==> src/rtl/cnb_pkg.sv <==
// Shared types and helpers for the threshold monitor: FSM state encoding,
// comparator flag sanity check and the default debounce depth.
package cnb_pkg;

    localparam int DEB_DEFAULT = 3;

    typedef enum logic [1:0] {
        ST_LOW  = 2'b00,
        ST_RISE = 2'b01,
        ST_HIGH = 2'b10,
        ST_FALL = 2'b11
    } state_t;

    // {AgrtB, AeqB, AlwrB} from a healthy comparator is always exactly one-hot.
    function automatic logic isOneHot(input logic [2:0] flags);
        return (flags == 3'b100) || (flags == 3'b010) || (flags == 3'b001);
    endfunction

endpackage

==> src/rtl/cnb_debounce_cnt.sv <==
// Debounce counter for the threshold monitor: counts qualifying samples,
// clear has priority, hit flags the last sample before the level commits.
module cnb_debounce_cnt
    import cnb_pkg::*;
#(
    parameter int DEB = DEB_DEFAULT,
    parameter int CW  = $clog2(DEB + 1)
) (
    input  logic          clk,
    input  logic          rst_n,
    input  logic          inc,
    input  logic          clr,
    output logic [CW-1:0] cnt,
    output logic          hit
);

    always_ff @(posedge clk or negedge rst_n) begin
        if (!rst_n) begin
            cnt <= '0;
        end else if (clr) begin
            cnt <= '0;
        end else if (inc) begin
            cnt <= cnt + 1'b1;
        end
    end

    // The FSM clears or commits whenever hit is set, so cnt stays below DEB.
    assign hit = (cnt == CW'(DEB - 1));

endmodule

==> src/rtl/cnb_threshold_monitor.sv <==
// Debounced "above threshold" level with hysteresis, fed by comparator flags.
// Optional rise-event counter enabled by defining CNB_EVENT_COUNT_EN.
//
// state   | meaning
// ST_LOW  | level low, no debounce pending
// ST_RISE | level low, counting consecutive GT samples
// ST_HIGH | level high, no debounce pending
// ST_FALL | level high, counting consecutive LT samples
module cnb_threshold_monitor
    import cnb_pkg::*;
#(
    parameter int DEB = DEB_DEFAULT
) (
    input  logic       CLOCK_50,
    input  logic       RESET_InLow,
    input  logic       valid_in,
    input  logic       AgrtB_in,
    input  logic       AeqB_in,
    input  logic       AlwrB_in,
    output logic       level_out,
    output logic       rise_out,
    output logic       fall_out,
    output logic       busy_out,
    output logic       err_out
`ifdef CNB_EVENT_COUNT_EN
    ,
    output logic [7:0] event_cnt_out,
    input  logic       clr_cnt_in
`endif
);

    localparam int CW = $clog2(DEB + 1);

    state_t        state;
    state_t        stateNext;
    logic [2:0]    flags;
    logic          sampleOk;
    logic          gt;
    logic          lt;
    logic          cntInc;
    logic          cntClr;
    logic          cntHit;
    logic [CW-1:0] cnt;
    logic          levelNext;
    logic          busyNext;
    logic          riseNext;
    logic          fallNext;
    logic          errNext;

    assign flags    = {AgrtB_in, AeqB_in, AlwrB_in};
    assign sampleOk = valid_in && isOneHot(flags);
    assign gt       = sampleOk && AgrtB_in;
    assign lt       = sampleOk && AlwrB_in;

    cnb_debounce_cnt #(
        .DEB (DEB),
        .CW  (CW)
    ) u_debCnt (
        .clk   (CLOCK_50),
        .rst_n (RESET_InLow),
        .inc   (cntInc),
        .clr   (cntClr),
        .cnt   (cnt),
        .hit   (cntHit)
    );

    always_ff @(posedge CLOCK_50 or negedge RESET_InLow) begin
        if (!RESET_InLow) begin
            state     <= ST_LOW;
            level_out <= 1'b0;
            busy_out  <= 1'b0;
            rise_out  <= 1'b0;
            fall_out  <= 1'b0;
            err_out   <= 1'b0;
        end else begin
            state     <= stateNext;
            level_out <= levelNext;
            busy_out  <= busyNext;
            rise_out  <= riseNext;
            fall_out  <= fallNext;
            err_out   <= errNext;
        end
    end

    // In the idle states cnt is 0, so hit there means DEB==1: commit at once.
    always_comb begin
        stateNext = state;
        cntInc    = 1'b0;
        cntClr    = 1'b0;
        case (state)
            ST_LOW: begin
                if (gt) begin
                    if (cntHit) begin
                        stateNext = ST_HIGH;
                    end else begin
                        stateNext = ST_RISE;
                        cntInc    = 1'b1;
                    end
                end
            end
            ST_RISE: begin
                if (gt) begin
                    if (cntHit) begin
                        stateNext = ST_HIGH;
                        cntClr    = 1'b1;
                    end else begin
                        cntInc = 1'b1;
                    end
                end else if (lt) begin
                    stateNext = ST_LOW;
                    cntClr    = 1'b1;
                end
            end
            ST_HIGH: begin
                if (lt) begin
                    if (cntHit) begin
                        stateNext = ST_LOW;
                    end else begin
                        stateNext = ST_FALL;
                        cntInc    = 1'b1;
                    end
                end
            end
            ST_FALL: begin
                if (lt) begin
                    if (cntHit) begin
                        stateNext = ST_LOW;
                        cntClr    = 1'b1;
                    end else begin
                        cntInc = 1'b1;
                    end
                end else if (gt) begin
                    stateNext = ST_HIGH;
                    cntClr    = 1'b1;
                end
            end
            default: begin
                stateNext = ST_LOW;
                cntClr    = 1'b1;
            end
        endcase
    end

    // Cancelled debounces (RISE->LOW, FALL->HIGH) are not commits: no pulse.
    always_comb begin
        levelNext = (stateNext == ST_HIGH) || (stateNext == ST_FALL);
        busyNext  = (stateNext == ST_RISE) || (stateNext == ST_FALL);
        riseNext  = (stateNext == ST_HIGH) && ((state == ST_LOW) || (state == ST_RISE));
        fallNext  = (stateNext == ST_LOW)  && ((state == ST_HIGH) || (state == ST_FALL));
        errNext   = valid_in && !isOneHot(flags);
    end

`ifdef CNB_EVENT_COUNT_EN
    always_ff @(posedge CLOCK_50 or negedge RESET_InLow) begin
        if (!RESET_InLow) begin
            event_cnt_out <= 8'd0;
        end else if (clr_cnt_in) begin
            event_cnt_out <= 8'd0;
        end else if (riseNext && (event_cnt_out != 8'hFF)) begin
            event_cnt_out <= event_cnt_out + 8'd1;
        end
    end
`endif

endmodule
==> config.mk <==
export PLATFORM = sky130hd
export DESIGN_NAME = cnb_threshold_monitor
export DESIGN_NICKNAME = d
export VERILOG_FILES = /design/src/rtl/cnb_pkg.sv /design/src/rtl/cnb_debounce_cnt.sv /design/src/rtl/cnb_threshold_monitor.sv
export SDC_FILE = /design/constraint.sdc
export NUM_CORES = 1
export LEC_CHECK = 0
export ABC_AREA = 1
export ABC_CLOCK_PERIOD_IN_PS = 1400
export CELL_PAD_IN_SITES_DETAIL_PLACEMENT = 1
export CELL_PAD_IN_SITES_GLOBAL_PLACEMENT = 2
export CORE_MARGIN = 2
export CORE_UTILIZATION = 25
export DETAILED_ROUTE_END_ITERATION = 7
export PLACE_DENSITY = 0.75
export SLEW_MARGIN = 20
export SYNTH_ARGS = -nofsm -noshare
export SYNTH_HDL_FRONTEND = slang
export SYNTH_SLANG_ARGS = --single-unit
export TNS_END_PERCENT = 1
==> constraint.sdc <==
create_clock -name CLOCK_50 -period 1.4 [get_ports CLOCK_50]
set_input_delay 0.42 -clock CLOCK_50 [delete_from_list [all_inputs] [get_ports CLOCK_50]]
set_output_delay 0.42 -clock CLOCK_50 [all_outputs]
set_load 0.1 [all_outputs]
Yosys cells after proc, flatten, opt, wreduce, memory -nomap -nowiden
Cells that the tools add are included.
{"block": "op_classes", "add_sub_neg": 1, "n_eq_ne": 10, "n_mux": 23, "n_reduce_logical": 18}
{"operator": "2-bit 2-to-1 mux", "n": 12}
{"operator": "2-bit equality test (second input constant)", "n": 5}
{"operator": "1-bit 2-to-1 mux", "n": 8}
{"operator": "2-bit case mux with 4 select lines", "n": 1}
{"operator": "1-bit logical AND", "n": 6}
{"operator": "1-bit logical OR", "n": 6}
{"operator": "2-bit by 1-bit equality test with 1-bit output (second input constant)", "n": 2}
{"operator": "2-bit zero test", "n": 2}
{"operator": "1-bit case mux with 2 select lines", "n": 2}
{"operator": "2-bit OR reduction", "n": 2}
{"operator": "3-bit by 1-bit equality test with 1-bit output (second input constant)", "n": 1}
{"operator": "3-bit by 2-bit equality test with 1-bit output (second input constant)", "n": 1}
{"operator": "3-bit equality test (second input constant)", "n": 1}
{"operator": "2-bit by 1-bit adder with 2-bit output (second input constant)", "n": 1}
{"operator": "2-bit nonzero test", "n": 1}
{"operator": "1-bit zero test", "n": 1}
{"block": "totals", "ff_bits": 9, "input_bits": 6, "out_inout_bits": 5, "elab_cells": 59}

Longest topological paths before layout
Gate-level depths: netlist of run 1.
{"block": "depth", "ltp_word": 10, "mapped_depth": 10, "depth_no_buf": 10}

By module
A second synthesis of run 1 with hierarchy kept.
{"block": "unflattened", "cells_unflattened": 71, "hier_area_um2": 513.0}
{"module": "cnb_threshold_monitor", "n_inst": 1, "cells_per_inst": 58, "area_each_um2": 412.9, "seq_area_each_um2": 150.1}
{"module": "cnb_debounce_cnt", "n_inst": 1, "cells_per_inst": 13, "area_each_um2": 100.1, "seq_area_each_um2": 50.0}

Worst setup path before layout of run 1
Ideal clock, no wire load.
{"block": "synth_path", "path_type": "reg2reg", "startpoint": "register, netlist name busy_out", "endpoint": "register u_debCnt.cnt[0]", "setup_ps": 116, "arrival_time_ps": 1410, "t_required_ps": 1284, "slack_ps": -126, "path_stages_with_launch": 6, "path_buffers": 0, "period_less_slack_ps": 1526, "cell_sequence": "dfrtp_1 -> inv_1 -> nor2_1 -> nand3_1 -> nand2_1 -> nor2_1"}
{"item": "end signal, assigned", "line_no": "cnb_debounce_cnt.sv:23", "rtl": "cnt <= cnt + 1'b1;"}
{"item": "end, declared", "line_no": "cnb_debounce_cnt.sv:13", "rtl": "output logic [CW-1:0] cnt,"}

Worst setup path in the final report of run 1
{"block": "layout_path", "startpoint": "register u_debCnt.cnt[0]", "endpoint": "register u_debCnt.cnt[1]"}
{"block": "layout_via", "elab_chain_len": 5, "elab_cells_between_ends": 13, "classes_between": "add/sub: 1; eq/ne: 1; mux: 10; reduce/logical: 1"}
{"item": "2-bit equality test", "line_no": "cnb_debounce_cnt.sv:28", "rtl": "assign hit = (cnt == CW'(DEB - 1));"}
{"item": "1-bit 2-to-1 mux, on equally long branches (2 in series)"}
{"item": "1-bit case mux with 2 select lines", "line_no": "cnb_threshold_monitor.sv:90", "rtl": "case (state)"}
{"item": "2-bit 2-to-1 mux / 2-bit nonzero test (equally long branches)"}
Parallel ways exist; a longest one is shown, timed or not. The select of a mux whose other input is x is not followed.
A chain may end at the register's enable or synchronous reset.

==> results of run 1 <==
where the power goes:
group | leakage (nW) | switching (mW) | internal [mW]
Combinational | 0.259 | 0.296 | 0.174
Clock | 0.0150 | 0.0843 | 0.109
Sequential | 0.104 | 0.0344 | 0.280
Total | 0.378 | 0.414 | 0.564
worst max-delay path, stage by stage, from the launching register on:
cell,delay (ns)
dfrtp_1,0.34
inv_1,0.06
ha_1,0.20
inv_2,0.10
nand4_4,0.13
nand2_2,0.12
nand2_2,0.06
nand2_1,0.05
nand2_1,0.04
inv_1,0.05
nor2_1,0.04
cell usage in the layout, fill, tap and decap left out, types with 3 or more instances in the layout:
| master | count |
|---|---|
| buf_12 | 5 |
| dlygate4sd2_1 | 4 |
| nand2_2 | 4 |
| nand2_1 | 16 |
| dfrtp_1 | 7 |
| buf_4 | 6 |
| nor2_1 | 7 |
| nand3_1 | 5 |
| nand4_1 | 3 |
| clkbuf_4 | 3 |
| inv_1 | 9 |
cell families after synthesis:
group / share of synthesized area
buffers and inverters: 0.0899
and+or+nand+nor: 0.447
adders and majority gates: 0.0272
DFF: 0.436
path summary, 6_finish.rpt:
kind,start,to,slack [ns],depth (start not counted)
max reg2reg,u_debCnt.cnt[0]$_DFFE_PN0P_,u_debCnt.cnt[1]$_DFFE_PN0P_,0.11,10
min in group CLOCK_50,state[1]$_DFF_PN0_,rise_out$_DFF_PN0_,0.57,2
max in group asynchronous,RESET_InLow,busy_out$_DFF_PN0_,0.68,1
max,u_debCnt.cnt[0]$_DFFE_PN0P_,u_debCnt.cnt[1]$_DFFE_PN0P_,0.11,10
min,RESET_InLow,level_out$_DFF_PN0_,0.44,1
min reg2reg,state[1]$_DFF_PN0_,rise_out$_DFF_PN0_,0.57,2
registers in the layout (all words and copies together) (netlist names):
register	count
fall_out	1
state	1
busy_out	1
level_out	1
u_debCnt.cnt	2
rise_out	1
err_out	1
repair_timing:
action,CTS,global route
hold buffers,0,0
buffers inserted,0,1
pin swaps,1,1
endpoints found under the setup margin,3,3
gates resized for setup,5,2
routing by layer:
| metal | vias up | GRT usage |
|---|---|---|
| met5 | - | 0 |
| met3 | 0 | 0.0615 |
| li1 | 226 | - |
| met4 | 0 | 0.0500 |
| met2 | 9 | 0.222 |
| met1 | 207 | 0.145 |
through the flow:
step / TNS [ns] / hold WS, ns
after floorplan: 0 / 0.124
final: 0 / 0.437
after global routing: 0 / 0.464
after CTS: 0 / 0.441
after detailed placement: -1.75 / 0.573
after global placement: -1.61 / 0.539
cell type report:
type	count	area [um^2]
clock buffers	4	26.3
fillers	215	1010
inverters	11	41.3
multi-input cells	41	229
flip-flops and latches	8	201
well taps	25	31.3
repair buffers	16	190
==> impl_metrics.toml, run 1 <==
[pwr]
p_per_area_mw_per_mm2 = 1360
vdd_drop_max_v = 0.00105
total_power_uw = 978
leakagePower_nw = 0.378

[layout]
finalNonFillerCells = 105
drive_gt1_frac = 0.300
design_area_um2 = 719
diodes = 0
nets = 88
fin_util = 0.417
area_growth_pct = 56.7

[worst_setup_path]
cp-start-kind = "flip-flop"
path_class = "flip-flop to flip-flop"
crit_path_end_kind = "flip-flop"
cp_max_fo = 3
cp.arrival_ns = 1.45
required_ns = 1.56

[global_route]
antenna_found_initial = 0
grt_pass1_vias = 463
grt_pass1_wl_um = 1950
globalRouteOverflowTotal = 0
grt_max_degree = 9
track_usage = 0.132

[timing]
fin_crit_ns = 1.29
setup_ws_ns = 0.109
drv_slew = 0
setup_violations = 0
final_hold_viol_count = 0
rsz0062_at_grt = "no"
skew_ns = 0.00957
tightest_slew_ns = 0.369
max-slew-margin-rel = 0.753
period_share = 0.922
fmax_mhz = 774

[synthesis]
synthCells = 60
async_flop_share = 1.00
ys_types = 13
ys.warnings.count = 0
synth-seq-area-share = 0.436
synth_area_per_cell_um2 = 7.65
ys_ff_latch = 8
synth_flop_cell = "dfrtp_1"
yosysTopAreaCell = "dfrtp_1"
syn_area_um2 = 459
synth_commonest_cells = "17 x nand2_1, 10 x inv_1, 8 x dfrtp_1"
syn_nets = 67
yosysMostFrequentCell = "nand2_1"
synth_edf_count = 0
synth.top_cell.area_share = 0.436
yosys-top-cells-area = "dfrtp_1 44%, nand2_1 14%, inv_1 8.2%"

[drt]
dr_wl_met2_um = 591
drt_pass1_iterations = 1
wl_met3_um = 54
drtAntennaViolNets = 0
highest_layer = "met3"
drcViolationCount = 0
vias = 442
viasPerCell = 4.21
drt_iter0_markers = 0
drt_wl_total_um = 1140
wl_met1_um = 489
wl_per_cell_um = 10.8

[clocking]
cts_tree = "built"
clk_latency_ns = 0.26
cts_buffers = 3
ctsHtreeMaxLevel = 1
clockRootBuffer = "clkbuf_4"
clock_sinks = 8
cts_max_path_buffers = 2
clkTransAtPathRegs_ns = 0.06

[placed_design]
place_area_um2 = 679
gp_congestion = 0.723
placed_cells = 100
dp_slack_ns = -0.309
hpwl_um = 985
io_buffers = 10

[floorplanning]
core-area_mm2 = 0.00173
start_util = 0.266
die_h_um = 46.9
rows = 15
die-area_mm2 = 0.00220
io_pins = 11
die_x_um = 46.9

[status]
status = "finished, final reports clean"

[job]
maxCapViolations = 0

[worst_hold_path]
hold_class = "input pin to asynchronous set/reset pin"
(Power assumes the default switching activity.)
==> run 2: changes to the inputs <==
CORE_UTILIZATION = 29   (was 25)
DONT_BUFFER_PORTS = 1   (was default)
PLACE_DENSITY = 0.69   (was 0.75)
==> impl_metrics.toml, run 2 (synthesis results as in run 1) <==
[status]
status = "finished, final reports clean"

[placed_design]
place_area_um2 = 596
io_buffers = 0
gp_congestion = 0.754
dp_slack_ns = 0.0643
hpwl_um = 823

[global_route]
grt_use_met2 = 0.218
busiest_layer = "met2"
grt_pass1_wl_um = 1900
grtUsageMet1 = 0.167
grt_pass1_vias = 463
track_usage = 0.135
antenna_found_initial = 0
met3_usage = 0.0167
globalRouteOverflowTotal = 0
grt_max_degree = 9

[timing]
skew_ns = 0.0123
setup_ws_ns = 0.119
period_share = 0.915
fmax_mhz = 781
drv_slew = 0
rsz0062_at_grt = "no"
finalSetupTns_ns = 0
final_hold_viol_count = 0
tightest_slew_ns = 0.361
setup_violations = 0
max-slew-margin-rel = 0.759
fin_crit_ns = 1.28

[floorplanning]
rows = 14
core-area_mm2 = 0.00149
die_x_um = 43.8
die-area_mm2 = 0.00192
io_pins = 11
start_util = 0.308
die_h_um = 43.8

[layout]
design_area_um2 = 641
area_growth_pct = 39.5
regMostFlops = "u_debCnt.cnt"
seqCellArea_um2 = 201
drive_gt1_frac = 0.264
nets = 80
diodes = 0
n_fill_cell = 188
largest_reg_flops = 2
final_cell_mix = "17 x nand2_1, 9 x inv_1, 7 x nor2_1, 7 x dfrtp_1"
mostFrequentLayoutCell = "nand2_1"
multi_input_area_um2 = 226

[worst_setup_path]
path_class = "flip-flop to primary output"
cp-start-kind = "flip-flop"
cp.arrival_ns = 0.86
crit_path_end_kind = "primary output"
path_buf_inv = 1
cpMaxStageDelayCell = "dfrtp_2"
critPathMaxStageDelay_ns = 0.43
critical-path-top-delay-family = "flip-flops"
crit_chain = "buf_12"
cp_max_fo = 3
required_ns = 0.98

[drt]
vias = 434
drcViolationCount = 0
drt_wl_total_um = 1020
viasPerCell = 4.93
drtAntennaViolNets = 0
drt_pass1_iterations = 4
drt_iter0_markers = 1
wl_per_cell_um = 11.6

[clocking]
clk_latency_ns = 0.26
cts_buffers = 3
cts_tree = "built"
clock_sinks = 8
ctsHtreeMaxLevel = 1
cts_max_path_buffers = 2
clockRootBuffer = "clkbuf_4"
clkTransAtPathRegs_ns = 0.07

[pwr]
p_int_uw = 538
p_clk_frac = 0.209
power.share.sequential = 0.336
swShare = 0.423
vdd_drop_max_v = 0.000391
leakagePower_nw = 0.339
switchingPower_uw = 395
p_comb_frac = 0.455
p_per_area_mw_per_mm2 = 1460

[job]
maxCapViolations = 0

[worst_hold_path]
hold_class = "input pin to flip-flop"
-- run 2: worst paths after layout --
kind	cells past startpoint	from	slack, ns	end
setup reg to reg	10	u_debCnt.cnt[0]$_DFFE_PN0P_	0.15	u_debCnt.cnt[1]$_DFFE_PN0P_
hold reg to reg	3	u_debCnt.cnt[0]$_DFFE_PN0P_	0.55	u_debCnt.cnt[0]$_DFFE_PN0P_
setup / recovery	1	busy_out$_DFF_PN0_	0.12	busy_out
hold / removal	1	valid_in	0.33	err_out$_DFF_PN0_
max in group asynchronous	1	RESET_InLow	0.62	busy_out$_DFF_PN0_
min in group asynchronous	1	RESET_InLow	0.50	state[1]$_DFF_PN0_
-- run 2: stage by stage --
| stage | utilization | power [mW] | hold WS, ns | instances |
|---|---|---|---|---|
| final | 0.430 | 0.933 | 0.332 | 88 |
| after global routing | 0.430 | 1.00 | 0.337 | 88 |
| after CTS | 0.424 | 0.938 | 0.330 | 88 |
| after detailed placement | 0.400 | 0.733 | 0.125 | 83 |
| after global placement | 0.400 | 0.720 | 0.125 | 83 |
| after floorplan | - | 0.591 | 0.124 | 60 |
-- run 2: area by class of cell --
class,count,share of cell area
Tap cell,16,0.0313
Multi-Input combinational cell,41,0.354
Timing Repair Buffer,8,0.195
Sequential cell,8,0.314
Clock buffer,4,0.0410
Inverter,11,0.0645
-- run 2: metal layers --
layer | vias to the layer above | share of wire
met4 | 0 | 0.027
met5 | - | 0
li1 | 214 | -
met3 | 4 | 0.034
met2 | 11 | 0.54
met1 | 205 | 0.40
-- run 2: power by group through the flow --
stage	logic, mW	clock network [mW]	registers [mW]
6_report	0.424	0.195	0.314
3_5_place_dp	0.414	0	0.319
2_1_floorplan	0.166	0	0.425
5_1_grt	0.471	0.210	0.321
4_1_cts	0.421	0.203	0.315
3_3_place_gp	0.402	0	0.318
-- run 2: timing repair --
| action | in CTS | in global routing |
|---|---|---|
| resized for setup | 0 | 2 |
| hold buffers | 1 | 0 |
| setup buffers | 0 | 0 |
| setup endpoints to repair | 0 | 2 |
| endpoints found under the hold margin | 8 | 0 |
==> run 3: changes to the inputs <==
CTS_BUF_LIST = sky130_fd_sc_hd__clkbuf_8   (was default)
CTS_CLUSTER_SIZE = 28   (was default)
SYNTH_HIERARCHICAL = 1   (was default)
==> impl_metrics.toml, run 3 <==
[worst_setup_path]
required_ns = 1.53
cp_max_fo = 3
crit_path_end_kind = "flip-flop"
path_class = "flip-flop to flip-flop"
cp-start-kind = "flip-flop"
cp.arrival_ns = 1.46

[layout]
drive_gt1_frac = 0.357
regMostFlops = "u_debCnt/cnt"
n_fill_cell = 212
mostFrequentLayoutCell = "nand2_1"
design_area_um2 = 731
final_cell_mix = "18 x nand2_1, 11 x nor2_1, 9 x inv_1"
nets = 92
largest_reg_flops = 2
area_growth_pct = 42.4
diodes = 0

[clocking]
clkTransAtPathRegs_ns = 0.05
cts_buffers = 3
clock_sinks = 8
ctsHtreeMaxLevel = 1
cts_max_path_buffers = 2
cts_tree = "built"
clockRootBuffer = "clkbuf_8"
clk_latency_ns = 0.24

[synthesis]
yosysTopAreaCell = "dfrtp_1"
synthCells = 71
synth_commonest_cells = "18 x nand2_1, 12 x nor2_1, 9 x inv_1"
ys_types = 17
synth.top_cell.area_share = 0.390
yosys-top-cells-area = "dfrtp_1 39%, nand2_1 13%, nor2_1 8.8%"
syn_area_um2 = 513
synth-seq-area-share = 0.390
synth_edf_count = 0
ys_ff_latch = 8
yosysMostFrequentCell = "nand2_1"
syn_nets = 78
synth_flop_cell = "dfrtp_1"
async_flop_share = 1.00
synth_area_per_cell_um2 = 7.23
ys.warnings.count = 6

[timing]
setup_violations = 0
drv_slew = 0
tightest_slew_ns = 0.387
fmax_mhz = 749
period_share = 0.954
fin_crit_ns = 1.34
setup_ws_ns = 0.0647
max-slew-margin-rel = 0.741
skew_ns = 0.00695
rsz0062_at_grt = "yes"
final_hold_viol_count = 0

[placed_design]
place_area_um2 = 651
dp_slack_ns = -0.0236
hpwl_um = 882
io_buffers = 0
gp_congestion = 0.775

[worst_hold_path]
hold_class = "input pin to flip-flop"

[floorplanning]
die_x_um = 46.1
rows = 15
io_pins = 11
die-area_mm2 = 0.00212
die_h_um = 46.1
start_util = 0.304
core-area_mm2 = 0.00169

[global_route]
track_usage = 0.123
grt_max_degree = 9
grt_pass1_wl_um = 1850
grt_pass1_vias = 412
globalRouteOverflowTotal = 0
antenna_found_initial = 0

[drt]
drt_pass1_iterations = 2
drtAntennaViolNets = 0
vias = 478
wl_per_cell_um = 11.5
drcViolationCount = 0
viasPerCell = 4.73
drt_iter0_markers = 1
drt_wl_total_um = 1170

[status]
status = "finished, final reports clean"

[pwr]
leakagePower_nw = 0.388
vdd_drop_max_v = 0.000820
p_per_area_mw_per_mm2 = 2290

[job]
maxCapViolations = 0
## run 3: changes by cell type in the layout (fill, tap and decap cells not counted), sizes merged
cell / change
nor2: +7
inv: +3
nand2: +2
nand3: +2
nand4: -2
a21oi: +1
buf: +1
clkbuf: -1
clkinv: -1
nor3: -1
o21ai: +1
## run 3: what timing repair did
| action | CTS | global route |
|---|---|---|
| hold buffers | 1 | 0 |
| setup endpoints to repair | 2 | 2 |
| gates resized for setup | 1 | 5 |
| endpoints found under the hold margin | 8 | 0 |
| pin swaps | 0 | 2 |
| buffers inserted | 0 | 1 |
## run 3: worst paths after layout
kind,from,endpoint,slack [ns],cells after the start
min in group asynchronous,RESET_InLow,err_out$_DFF_PN0_,0.54,1
min reg2reg,u_debCnt/cnt[1]$_DFFE_PN0P_,u_debCnt/cnt[1]$_DFFE_PN0P_,0.54,2
max,u_debCnt/cnt[0]$_DFFE_PN0P_,u_debCnt/cnt[1]$_DFFE_PN0P_,0.06,9
max reg2reg,u_debCnt/cnt[0]$_DFFE_PN0P_,u_debCnt/cnt[1]$_DFFE_PN0P_,0.06,9
min,valid_in,err_out$_DFF_PN0_,0.34,1
max in group asynchronous,RESET_InLow,level_out$_DFF_PN0_,0.56,1
## run 3: kinds of logic (layout without fill, tap and decap cells)
group	count (synthesis)	count (layout)	synth area share
buf+inv	12	25	0.0878
flops	8	8	0.390
compound gates	2	2	0.0195
simple gates	48	48	0.478
fa+ha+maj	1	1	0.0244
## run 3: critical path, cell delays in order (launching register included)
cell and delay, ns:
dfrtp_1 0.38, inv_1 0.07, ha_2 0.19, nand4_1 0.12
nand2_1 0.13, o21ai_2 0.06, nor2_1 0.09, inv_1 0.06
nand2_1 0.09, nor2_2 0.04
## run 3: metrics by stage
stage | hold WS (ns) | cells | total power, mW | util | TNS (ns)
2_1_floorplan | 0.124 | 71 | 1.03 | - | 0
3_3_place_gp | 0.125 | 95 | 1.32 | 0.385 | 0
3_5_place_dp | 0.125 | 95 | 1.34 | 0.385 | -0.0396
4_1_cts | 0.338 | 100 | 1.65 | 0.420 | 0
5_1_grt | 0.348 | 101 | 1.80 | 0.433 | -0.0131
6_report | 0.343 | 101 | 1.67 | 0.433 | 0
## run 3: where the power goes
group,leakage [nW],internal [mW],switching (mW)
registers,0.101,0.318,0.105
clock network,0.0269,0.191,0.0999
logic,0.261,0.351,0.610
total,0.388,0.859,0.814
## run 3: final cells by class
| class | count | area, um^2 | area share |
|---|---|---|---|
| clock buffers | 3 | 41.3 | 0.0565 |
| repair buffers | 9 | 133 | 0.182 |
| clock inverters | 1 | 3.75 | 0.00514 |
| multi-input cells | 51 | 285 | 0.390 |
| well taps | 17 | 21.3 | 0.0291 |
| inverters | 12 | 45.0 | 0.0616 |
| flip-flops and latches | 8 | 201 | 0.276 |
## run 3: layer usage
metal / up-vias / global-route usage / share of wire
li1: 244 / - / -
met1: 224 / 0.175 / 0.47
met2: 8 / 0.178 / 0.48
met3: 2 / 0.0157 / 0.024
met4: 0 / 0.0686 / 0.022
met5: - / 0 / 0
